--- src/rtl/vec_irq_ctrl.sv ---
// Vectored interrupt controller: N prioritised edge/level lines, per-line mask,
// nesting stack of in-service levels and per-line vector generation for the CU.
module vec_irq_ctrl #(
  parameter int          N_IRQ      = 8,
  parameter int          NEST_DEPTH = 4,
  parameter logic [31:0] VEC_BASE   = 32'h0000_0010,
  parameter logic [31:0] VEC_STRIDE = 32'd1,
  localparam int         ID_W       = (N_IRQ > 1) ? $clog2(N_IRQ) : 1,
  localparam int         D_W        = $clog2(NEST_DEPTH + 1)
) (
  input  logic             clk,
  input  logic             rst_n,
  input  logic [N_IRQ-1:0] irq_in,
  input  logic [N_IRQ-1:0] edge_mode,
  input  logic             mask_wr,
  input  logic [N_IRQ-1:0] mask_in,
  output logic [N_IRQ-1:0] mask,
  output logic             irq_out,
  output logic [ID_W-1:0]  irq_id,
  input  logic             ack,
  input  logic             eoi,
  output logic [31:0]      vector,
  output logic [D_W-1:0]   depth,
  output logic             nest_full,
  output logic             spurious
);

  localparam int IDX_W = (NEST_DEPTH > 1) ? $clog2(NEST_DEPTH) : 1;
  localparam int CUR_W = $clog2(N_IRQ + 1);

  logic [N_IRQ-1:0] s1_reg, s2_reg, s3_reg;
  logic [N_IRQ-1:0] pending_reg, pending_next;
  logic [N_IRQ-1:0] mask_reg;
  logic [ID_W-1:0]  stack_reg [NEST_DEPTH];
  logic [D_W-1:0]   depth_reg, depth_pop, depth_next;
  logic             irq_out_reg, spurious_reg;
  logic [ID_W-1:0]  irq_id_reg;
  logic [31:0]      vector_reg;

  logic             accept;
  logic [CUR_W-1:0] cur_next;
  logic             cand_valid;
  logic [ID_W-1:0]  cand_id;

  assign accept = ack & irq_out_reg;

  // A fresh rising edge beats the acknowledge clear of the same line.
  generate
    for (genvar gi = 0; gi < N_IRQ; gi++) begin : g_line
      logic rise;
      logic clr;
      assign rise = s2_reg[gi] & ~s3_reg[gi];
      assign clr  = accept && (irq_id_reg == ID_W'(gi));
      assign pending_next[gi] = edge_mode[gi] ? ((pending_reg[gi] & ~clr) | rise)
                                              : s2_reg[gi];
    end
  endgenerate

  // Stack is popped before the push so that ack+eoi replaces the top entry.
  // The candidate is judged against the post-update level so irq_out drops right after ack.
  always_comb begin
    depth_pop  = depth_reg;
    cur_next   = CUR_W'(N_IRQ);
    cand_valid = 1'b0;
    cand_id    = '0;
    if (eoi && depth_reg != '0)
      depth_pop = depth_reg - D_W'(1);
    depth_next = accept ? depth_pop + D_W'(1) : depth_pop;
    if (accept)
      cur_next = CUR_W'(irq_id_reg);
    else if (depth_pop != '0)
      cur_next = CUR_W'(stack_reg[IDX_W'(depth_pop - D_W'(1))]);
    for (int i = N_IRQ - 1; i >= 0; i--) begin
      if (pending_reg[i] && mask_reg[i] && (CUR_W'(i) < cur_next)) begin
        cand_valid = 1'b1;
        cand_id    = ID_W'(i);
      end
    end
  end

  always_ff @(posedge clk or negedge rst_n) begin
    if (!rst_n) begin
      s1_reg       <= '0;
      s2_reg       <= '0;
      s3_reg       <= '0;
      pending_reg  <= '0;
      mask_reg     <= '0;
      depth_reg    <= '0;
      irq_out_reg  <= 1'b0;
      irq_id_reg   <= '0;
      vector_reg   <= VEC_BASE;
      spurious_reg <= 1'b0;
      for (int j = 0; j < NEST_DEPTH; j++)
        stack_reg[j] <= '0;
    end else begin
      s1_reg      <= irq_in;
      s2_reg      <= s1_reg;
      s3_reg      <= s2_reg;
      pending_reg <= pending_next;
      if (mask_wr)
        mask_reg <= mask_in;
      depth_reg <= depth_next;
      if (accept) begin
        stack_reg[IDX_W'(depth_pop)] <= irq_id_reg;
        vector_reg <= VEC_BASE + 32'(irq_id_reg) * VEC_STRIDE;
      end
      irq_out_reg  <= cand_valid && (depth_next != D_W'(NEST_DEPTH));
      irq_id_reg   <= cand_id;
      spurious_reg <= (ack & ~irq_out_reg) | (eoi && depth_reg == '0);
    end
  end

  assign mask      = mask_reg;
  assign irq_out   = irq_out_reg;
  assign irq_id    = irq_id_reg;
  assign vector    = vector_reg;
  assign depth     = depth_reg;
  assign nest_full = (depth_reg == D_W'(NEST_DEPTH));
  assign spurious  = spurious_reg;

endmodule
--- config.mk ---
export PLATFORM = sky130hd
export DESIGN_NAME = vec_irq_ctrl
export DESIGN_NICKNAME = d
export VERILOG_FILES = /design/src/rtl/vec_irq_ctrl.sv
export SDC_FILE = /design/constraint.sdc
export NUM_CORES = 1
export LEC_CHECK = 0
export BUFFER_PORTS_ARGS = -buffer_cell sky130_fd_sc_hd__buf_4
export CAP_MARGIN = 20
export CORE_MARGIN = 2
export CORE_UTILIZATION = 55
export CTS_CLUSTER_DIAMETER = 150
export DETAILED_ROUTE_END_ITERATION = 10
export GPL_TIMING_DRIVEN = 0
export PLACE_DENSITY = 0.82
export RECOVER_POWER = 25
export SYNTH_ARGS = -nofsm -noshare
export SYNTH_HDL_FRONTEND = slang
export SYNTH_SLANG_ARGS = --single-unit
--- constraint.sdc ---
create_clock -name clk -period 8.75 [get_ports clk]
set_clock_uncertainty 0.05 [all_clocks]
set_input_delay 2.625 -clock clk [delete_from_list [all_inputs] [get_ports clk]]
set_output_delay 2.625 -clock clk [all_outputs]
set_load 0.1 [all_outputs]
* After elaboration in Yosys (flattened, before gate mapping) *
Cells that the tools add are included.

storage, ports and cells
  register bits after elaboration = 92
  bits of input ports = 29
  output and inout port bits = 49

operators by class
  add/subtract/negate cells = 4
  $lt $le $gt $ge = 11
  equal/unequal tests = 9
  mux-type cells = 34
  bitwise gates (word level) = 46
  reduce and logical (&&, ||, !) cells = 32

operators with widths
  kind                                                                           count
  3-bit two-way mux                                                              13
  1-bit logical AND                                                              28
  1-bit bitwise AND                                                              18
  1-bit NOT                                                                      17
  3-bit by 4-bit less-than comparator with 1-bit output (first input constant)   4
  1-bit two-way mux                                                              16
  3-bit == test (second input constant)                                          5
  12-bit bitwise mux                                                             1
  1-bit bitwise OR                                                               9
  1-bit by 4-bit less-than comparator with 1-bit output (first input constant)   2
  2-bit by 4-bit less-than comparator with 1-bit output (first input constant)   2
  4-bit two-way mux                                                              2
  5-bit by 3-bit adder with 6-bit output (first input constant)                  1
  3-bit binary-select mux with 2-bit select                                      1
  3-bit demux with 2-bit select                                                  1
  3-bit by 2-bit == test with 1-bit output (second input constant)               2
  3-bit >= comparator (second input constant)                                    2
  3-bit logical NOT                                                              2
  2-bit NOT with 3-bit output                                                    2
  3-bit nonzero test                                                             2
  3-bit by 1-bit adder with 3-bit output (second input constant)                 1
  3-bit by 1-bit == test with 1-bit output (second input constant)               1
  3-bit by 1-bit less-than comparator with 1-bit output (second input constant)  1
  3-bit != test (second input constant)                                          1
  2 further kinds                                                                2

* Logic depth before layout (Yosys ltp) *
Gate-level depths: netlist (run 1).

  word-level depth = 21
  mapped depth = 18
  depth with buffers taken out = 15

* Worst setup path before layout (run 1) *
Ideal clock, no wire load.

  path kind = input to register
  start point = input port eoi
  end point = register irq_out_reg, in the netlist irq_out
  data arrival time = 5472 ps
  required time = 8627 ps
  setup slack = 3155 ps
  stages = 15
  buffers on the path = 2
  path through = clkbuf_4 > inv_2 > nor2_1 > nor2_1 > a21oi_1 > ha_1 > buf_4 > and3b_1 > o211ai_1 > o311ai_0 > o41ai_2 > nand3_1 > a221o_1 > nor2b_4 > a21oi_2

between the ends
  cells in the longest elaborated chain, start to end = 20
  elaborated cells on any way between the ends = 38
  classes of those cells = add/sub: 2; order compare: 8; eq/ne: 1; mux: 15; bitwise: 1; reduce/logical: 11

RTL lines
  element                                                RTL line  text
  start, declared                                        21        input logic eoi,
  1-bit logical AND (*)                                  66        if (eoi && depth_reg != '0)
  3-bit two-way mux (*)                                  66
  2-bit by 1-bit subtractor with 2-bit output            72        cur_next = CUR_W'(stack_reg[IDX_W'(depth_pop - D_W'(1))]);
  2-bit NOT with 3-bit output (not written as such)      72
  3-bit binary-select mux with 2-bit select              72
  3-bit two-way mux (not written as such) (2 in series)  72
  4-bit two-way mux                                      71        else if (depth_pop != '0)
  4-bit two-way mux                                      69        if (accept)
  3-bit by 4-bit less-than comparator with 1-bit output  74        if (pending_reg[i] && mask_reg[i] && (CUR_W'(i) < cur_next)) begin
  1-bit logical AND                                      74
  1-bit two-way mux (8 in series)                        74
  1-bit logical AND (*)                                  107       irq_out_reg <= cand_valid && (depth_next != D_W'(NEST_DEPTH));
  end signal, assigned                                   107
  end, declared                                          36        logic irq_out_reg, spurious_reg;

Every way passes the cells marked *; elsewhere a longest branch is shown, timed or not. The select of a mux whose other input is x is not followed.
A chain may end at the register's enable or synchronous reset.

* Worst setup path after layout (run 1) *
Same ends and word-level chain as after synthesis.

==> impl_metrics.env, run 1 <==
export IMPL_status="complete, but fails checks"
export IMPL_violations="capacitance limit, slew limit"
export IMPL_synth_seq_cells=63
export IMPL_reg2reg_from="depth[0]"
export IMPL_post_cts_setup_buffer_count=0
export IMPL_p_leak_uw=0.00186
export IMPL_pin_count=78
export IMPL_drt_total_wl_um=6710
export IMPL_met1_usage_pct=29.4
export IMPL_synth_area_um2=3160
export IMPL_cp_endpoint="irq_out"
export IMPL_worstMarginPinSlew_ps=3200
export IMPL_ctsResizeCount=0
export IMPL_cp_slowest_cell="o41ai_2"
export IMPL_yosysUniqueCellTypes=51
export IMPL_mostFrequentLayoutCell="buf_4"
export IMPL_yosys_area_share_adder_pct=1.19
export IMPL_power_per_cell_area_nw_per_um2=393
export IMPL_start_util_pct=57.1
export IMPL_reg2regPathDepth=17
export IMPL_critPathLaunchType="input port"
export IMPL_die_width_um=79.8
export IMPL_tns_ps=0
export IMPL_reg2reg_to="irq_out"
export IMPL_drc=0
export IMPL_synth_edf_count=0
export IMPL_place_congestion=0.916
export IMPL_multiInputGateArea_um2=1370
export IMPL_fmax_mhz=172
export IMPL_syn_avg_cell_area_um2=11.1
export IMPL_grt_pass1_wl_um=11200
export IMPL_wl_per_cell_um=15.0
export IMPL_die_area_um2=6370
export IMPL_worst_hold_slack_ps=295
export IMPL_n_antenna_cell=0
export IMPL_cp_startpoint="eoi"
export IMPL_cts_clk_slew_worst_paths_ps=70
export IMPL_hpwl_um=4870
export IMPL_cts_htree_levels=3
export IMPL_use_met3_pct=4.52
export IMPL_io_buffers=47
export IMPL_clk_path_buf_depth=2
export IMPL_fin_area_um2=3920
export IMPL_hold_viol_final=0
export IMPL_setup_viol=0
export IMPL_regArea_um2=1580
export IMPL_cp_cell_sequence="buf_4, clkbuf_4, inv_2, nor2_1, nor2_1, a21oi_1, ha_1, buf_4, and3b_1, o211ai_1, o311ai_0, o41ai_2, nand3_1, a221o_1, nor2b_4, a21oi_2"
export IMPL_vdd_ir_drop_worst_v=0.000346
export IMPL_dr_total_vias=2371
export IMPL_grt_most_used_layer="met2"
export IMPL_coreArea_um2=5540
export IMPL_cts_made_buffers=9
export IMPL_cp_arrival_ps=6050
export IMPL_crit_family="compound AO/OA/AOI/OAI gates"
export IMPL_cts_num_sinks=63
export IMPL_path_buf_inv=4
export IMPL_netlist_instances=286
export IMPL_clk_latency_ps=340
export IMPL_fin_cells=448
export IMPL_worstPathRequired_ps=8970
export IMPL_synth_xor_xnor_area_share_pct=0.554
export IMPL_rows=27
export IMPL_drt_iter0_drc=242
export IMPL_cts_tree="done"
export IMPL_yosys_area_share_simple_pct=16.9
export IMPL_grtUsageTotal_pct=22.9
export IMPL_drv_cap=1
export IMPL_ys_flop_type="dfrtp_1"
export IMPL_rsz0062_at_grt="false"
export IMPL_final_cell_mix="70 x buf_4, 63 x dfrtp_1, 39 x nand2_1"
export IMPL_grt_start_max_net_pins=64
export IMPL_slew_headroom_pct=-113
export IMPL_area_growth_pct=23.8
export IMPL_die_h_um=79.8
export IMPL_hold_class="reg -> reg"
export IMPL_reg2reg_slack_ps=4380
export IMPL_fin_crit_ps=5830
export IMPL_nets=403
export IMPL_synth_warnings=0
export IMPL_place_area_um2=3710
export IMPL_drv_slew=64
export IMPL_vias_per_cell=5.29
export IMPL_cp_max_fo=10
export IMPL_numPlacedInstances=432
export IMPL_synthArstFlopShare_pct=100
export IMPL_power_uw=1540
export IMPL_fillers=419
export IMPL_drt_first_pass_iters=4
export IMPL_overflow=0
export IMPL_ant_nets=0
export IMPL_postCtsHoldBufs=0
export IMPL_ys_seq_area_share_pct=49.9
export IMPL_muxShareOfSynthArea_pct=7.44
export IMPL_clockRootBuffer="clkbuf_8"
export IMPL_antenna_found_initial=0
export IMPL_grt_pass1_vias=2393
export IMPL_crit_path_max_incr_delay_ps=470
export IMPL_largest_register_ff_count=12
export IMPL_use_met2_pct=37.2
export IMPL_synth_top_family_by_area="simple AND/OR/NAND/NOR gates"
export IMPL_crit_cells=16
export IMPL_synth_compound_area_share_pct=13.7
export IMPL_end_kind="flop"
export IMPL_finalCritPeriodShare_pct=66.6
export IMPL_critical_path_class="in -> reg"
export IMPL_layout_drive_gt1_share_pct=33.8
==> final cells by class <==
cell class / count / share of cell area, %
Timing Repair Buffer: 47 / 8.92
Inverter: 5 / 0.479
Clock inverter: 5 / 2.08
Clock buffer: 11 / 3.36
Sequential cell: 63 / 40.3
Buffer: 40 / 7.67
Multi-Input combinational cell: 205 / 34.9
Tap cell: 72 / 2.30
==> report_power, final <==
part	switching [uW]	internal (uW)	leakage, uW
clock network	110	161	0.000104
registers	52.6	348	0.000765
logic	576	291	0.000991
==> worst reg2reg max path, cell delays in order (launching register included) <==
cell	delay (ps)
dfrtp_1	550
inv_1	170
ha_1	290
nor2b_1	160
buf_6	150
nor2_1	220
nor2_1	70
a21oi_1	330
ha_1	370
buf_4	200
and3b_1	160
o211ai_1	160
o311ai_0	210
o41ai_2	470
nand3_1	140
a221o_1	360
nor2b_4	140
a21oi_2	100
==> cell families after synthesis <==
logic type | after synthesis
AND/OR/NAND/NOR | 102
buffers and inverters | 45
AO/OA/AOI/OAI | 48
XOR/XNOR | 2
multiplexers | 21
other | 2
adder cells (fa/ha/maj) | 3
flip-flops | 63
==> synth_stat cells, types with 3 or more instances <==
| cell type | instances | area (um^2) |
|---|---|---|
| nor2b_1 | 9 | 56.3 |
| nor3_1 | 8 | 40.0 |
| inv_1 | 4 | 15.0 |
| buf_4 | 32 | 240 |
| nor2_1 | 12 | 45.0 |
| clkbuf_1 | 4 | 15.0 |
| nand2_1 | 39 | 146 |
| mux2_2 | 20 | 225 |
| ha_1 | 3 | 37.5 |
| and2_1 | 3 | 18.8 |
| o211ai_1 | 5 | 37.5 |
| dfrtp_1 | 63 | 1580 |
| nand2b_1 | 4 | 25.0 |
| a21oi_1 | 6 | 30.0 |
| nand3_1 | 7 | 35.0 |
| o21ai_0 | 3 | 15.0 |
| o22ai_1 | 4 | 25.0 |
| a32o_1 | 8 | 80.1 |
| nor3b_1 | 12 | 90.1 |
==> per-stage QoR <==
stage / utilization (%) / worst slack, ps
floorplan: - / 3150
global placement: 66.9 / 2680
detailed placement: 66.9 / 2620
CTS: 70.7 / 2960
global route: 70.7 / 2640
finish: 70.7 / 2920
==> worst min-delay path by stage <==
stage | from | endpoint | slack (ps) | cells after the start
floorplan | s1_reg[0] | s2_reg[0] | 280 | 0
global placement | s1_reg[4] | s2_reg[4] | 280 | 0
detailed placement | s1_reg[3] | s2_reg[3] | 290 | 0
CTS | s1_reg[3] | s2_reg[3] | 300 | 0
global route | s1_reg[3] | s2_reg[3] | 310 | 0
finish | s1_reg[4] | s2_reg[4] | 300 | 0
==> routing by layer <==
layer / wire (um) / up-vias
met5: 0 / -
met4: 144 / 0
met3: 442 / 19
met2: 3340 / 101
met1: 2780 / 1121
li1: - / 1130
No activity file was read; power rests on OpenSTA's default activity.
==> run 2, diff against run 1 <==
CORE_UTILIZATION = 48   (was 55)
PLACE_DENSITY = 0.76   (was 0.82)
clock period = 5.2 ns   (was 8.75 ns; I/O delays follow)
==> impl_metrics.env, run 2 (same netlist as run 1, synthesis figures left out) <==
export IMPL_status="complete, but fails checks"
export IMPL_violations="capacitance limit, slew limit"
export IMPL_wl_per_cell_um=14.6
export IMPL_vdd_ir_drop_worst_v=0.000446
export IMPL_die_area_um2=7250
export IMPL_critPathLaunchType="input port"
export IMPL_pin_count=78
export IMPL_rows=29
export IMPL_cts_tree="done"
export IMPL_cts_htree_levels=3
export IMPL_ant_nets=0
export IMPL_drv_cap=1
export IMPL_clockRootBuffer="clkbuf_8"
export IMPL_hold_class="reg -> reg"
export IMPL_antenna_found_initial=0
export IMPL_post_route_util_pct=61.4
export IMPL_post_cts_setup_buffer_count=0
export IMPL_crit_path_max_incr_delay_ps=480
export IMPL_drt_total_wl_um=6610
export IMPL_n_antenna_cell=0
export IMPL_place_congestion=0.864
export IMPL_worstPathRequired_ps=5430
export IMPL_clk_path_buf_depth=2
export IMPL_start_util_pct=49.8
export IMPL_cts_num_sinks=63
export IMPL_drt_first_pass_iters=4
export IMPL_die_h_um=85.2
export IMPL_cp_cell_sequence="buf_4, clkbuf_4, inv_2, nor2_1, nor2_1, a21oi_1, ha_1, buf_4, and3b_1, o211ai_1, o311ai_0, o41ai_2, nand3_1, a221o_1, nor2b_4, a21oi_2"
export IMPL_die_width_um=85.2
export IMPL_fmax_mhz=208
export IMPL_mostFrequentLayoutCell="buf_4"
export IMPL_cts_clk_slew_worst_paths_ps=70
export IMPL_setup_viol=0
export IMPL_dr_total_vias=2357
export IMPL_cp_max_fo=10
export IMPL_rsz0062_at_grt="false"
export IMPL_drc=0
export IMPL_hold_viol_final=0
export IMPL_postCtsHoldBufs=0
export IMPL_grt_pass1_vias=2377
export IMPL_grt_pass1_wl_um=11000
export IMPL_clk_latency_ps=340
export IMPL_end_kind="flop"
export IMPL_area_growth_pct=23.3
export IMPL_coreArea_um2=6350
export IMPL_reg2reg_slack_ps=780
export IMPL_hpwl_um=4780
export IMPL_worstMarginPinSlew_ps=3260
export IMPL_io_buffers=47
export IMPL_slew_headroom_pct=-117
export IMPL_tns_ps=0
export IMPL_grtUsageTotal_pct=19.7
export IMPL_cp_arrival_ps=5030
export IMPL_drv_slew=64
export IMPL_cts_made_buffers=9
export IMPL_grt_start_max_net_pins=64
export IMPL_final_cell_mix="70 x buf_4, 63 x dfrtp_1, 39 x nand2_1"
export IMPL_power_uw=2530
export IMPL_fin_crit_ps=4800
export IMPL_finalCritPeriodShare_pct=92.3
export IMPL_largest_register_ff_count=12
export IMPL_p_leak_uw=0.00185
export IMPL_nets=403
export IMPL_overflow=0
export IMPL_critical_path_class="in -> reg"
export IMPL_vias_per_cell=5.20
export IMPL_ctsResizeCount=0
export IMPL_power_per_cell_area_nw_per_um2=648
export IMPL_cp_slowest_cell="o41ai_2"
export IMPL_drt_iter0_drc=128
export IMPL_layout_drive_gt1_share_pct=33.5
-- run 2: changes by cell type in the layout (fill, tap and decap cells not counted) --
cell       previous run  this run
clkbuf_1              7         8
inv_6                 1         0
bufinv_16             2         1
clkbuf_8              9        10
-- run 2: report_power, final --
part           total (uW)  switching, uW  internal [uW]  leakage (uW)
clock network         414            180            234     0.0000936
registers             672           87.0            585      0.000765
logic                1440            952            489      0.000991
-- run 2: cell type report --
cell class / count / area [um^2]
tap: 77 / 96.3
inverter: 5 / 18.8
timing repair buffer: 47 / 349
multi-input combinational: 205 / 1370
clock inverter: 3 / 42.5
clock buffer: 13 / 149
buffer: 40 / 300
sequential: 63 / 1580
fill: 524 / 2450
-- run 2: per-stage QoR --
step                area (um^2)  setup slack [ps]  std cells  hold WS, ps
CTS                        3900               423        453          300
global placement           3710               192        437          283
global route               3900               142        453          306
finish                     3900               398        453          297
floorplan                  3260               608        313          281
detailed placement         3710               112        437          286
-- run 2: critical path: cells and delay by family --
family	cells	cell delay, ps
compound gates	6	1700
fa+ha+maj	1	370
simple gates	5	740
buf+inv	4	640
-- run 2: path summary, 6_finish.rpt --
kind / to / startpoint / depth (start not counted)
worst min register to register: s2_reg[3] / s1_reg[3] / 0
worst max-delay path: irq_out / eoi / 16
worst min-delay path: s2_reg[3] / s1_reg[3] / 0
worst max register to register: irq_out / depth[0] / 17
max in group asynchronous: s2_reg[0] / rst_n / 1
min in group asynchronous: s1_reg[3] / rst_n / 1
-- run 2: layer usage --
layer | global-route usage, % | up-vias | part of all wire, %
met2 | 32.2 | 104 | 49
met1 | 24.3 | 1102 | 40
met3 | 5.06 | 16 | 8.3
met4 | 9.96 | 0 | 2.6
met5 | 0 | - | 0
li1 | - | 1135 | -
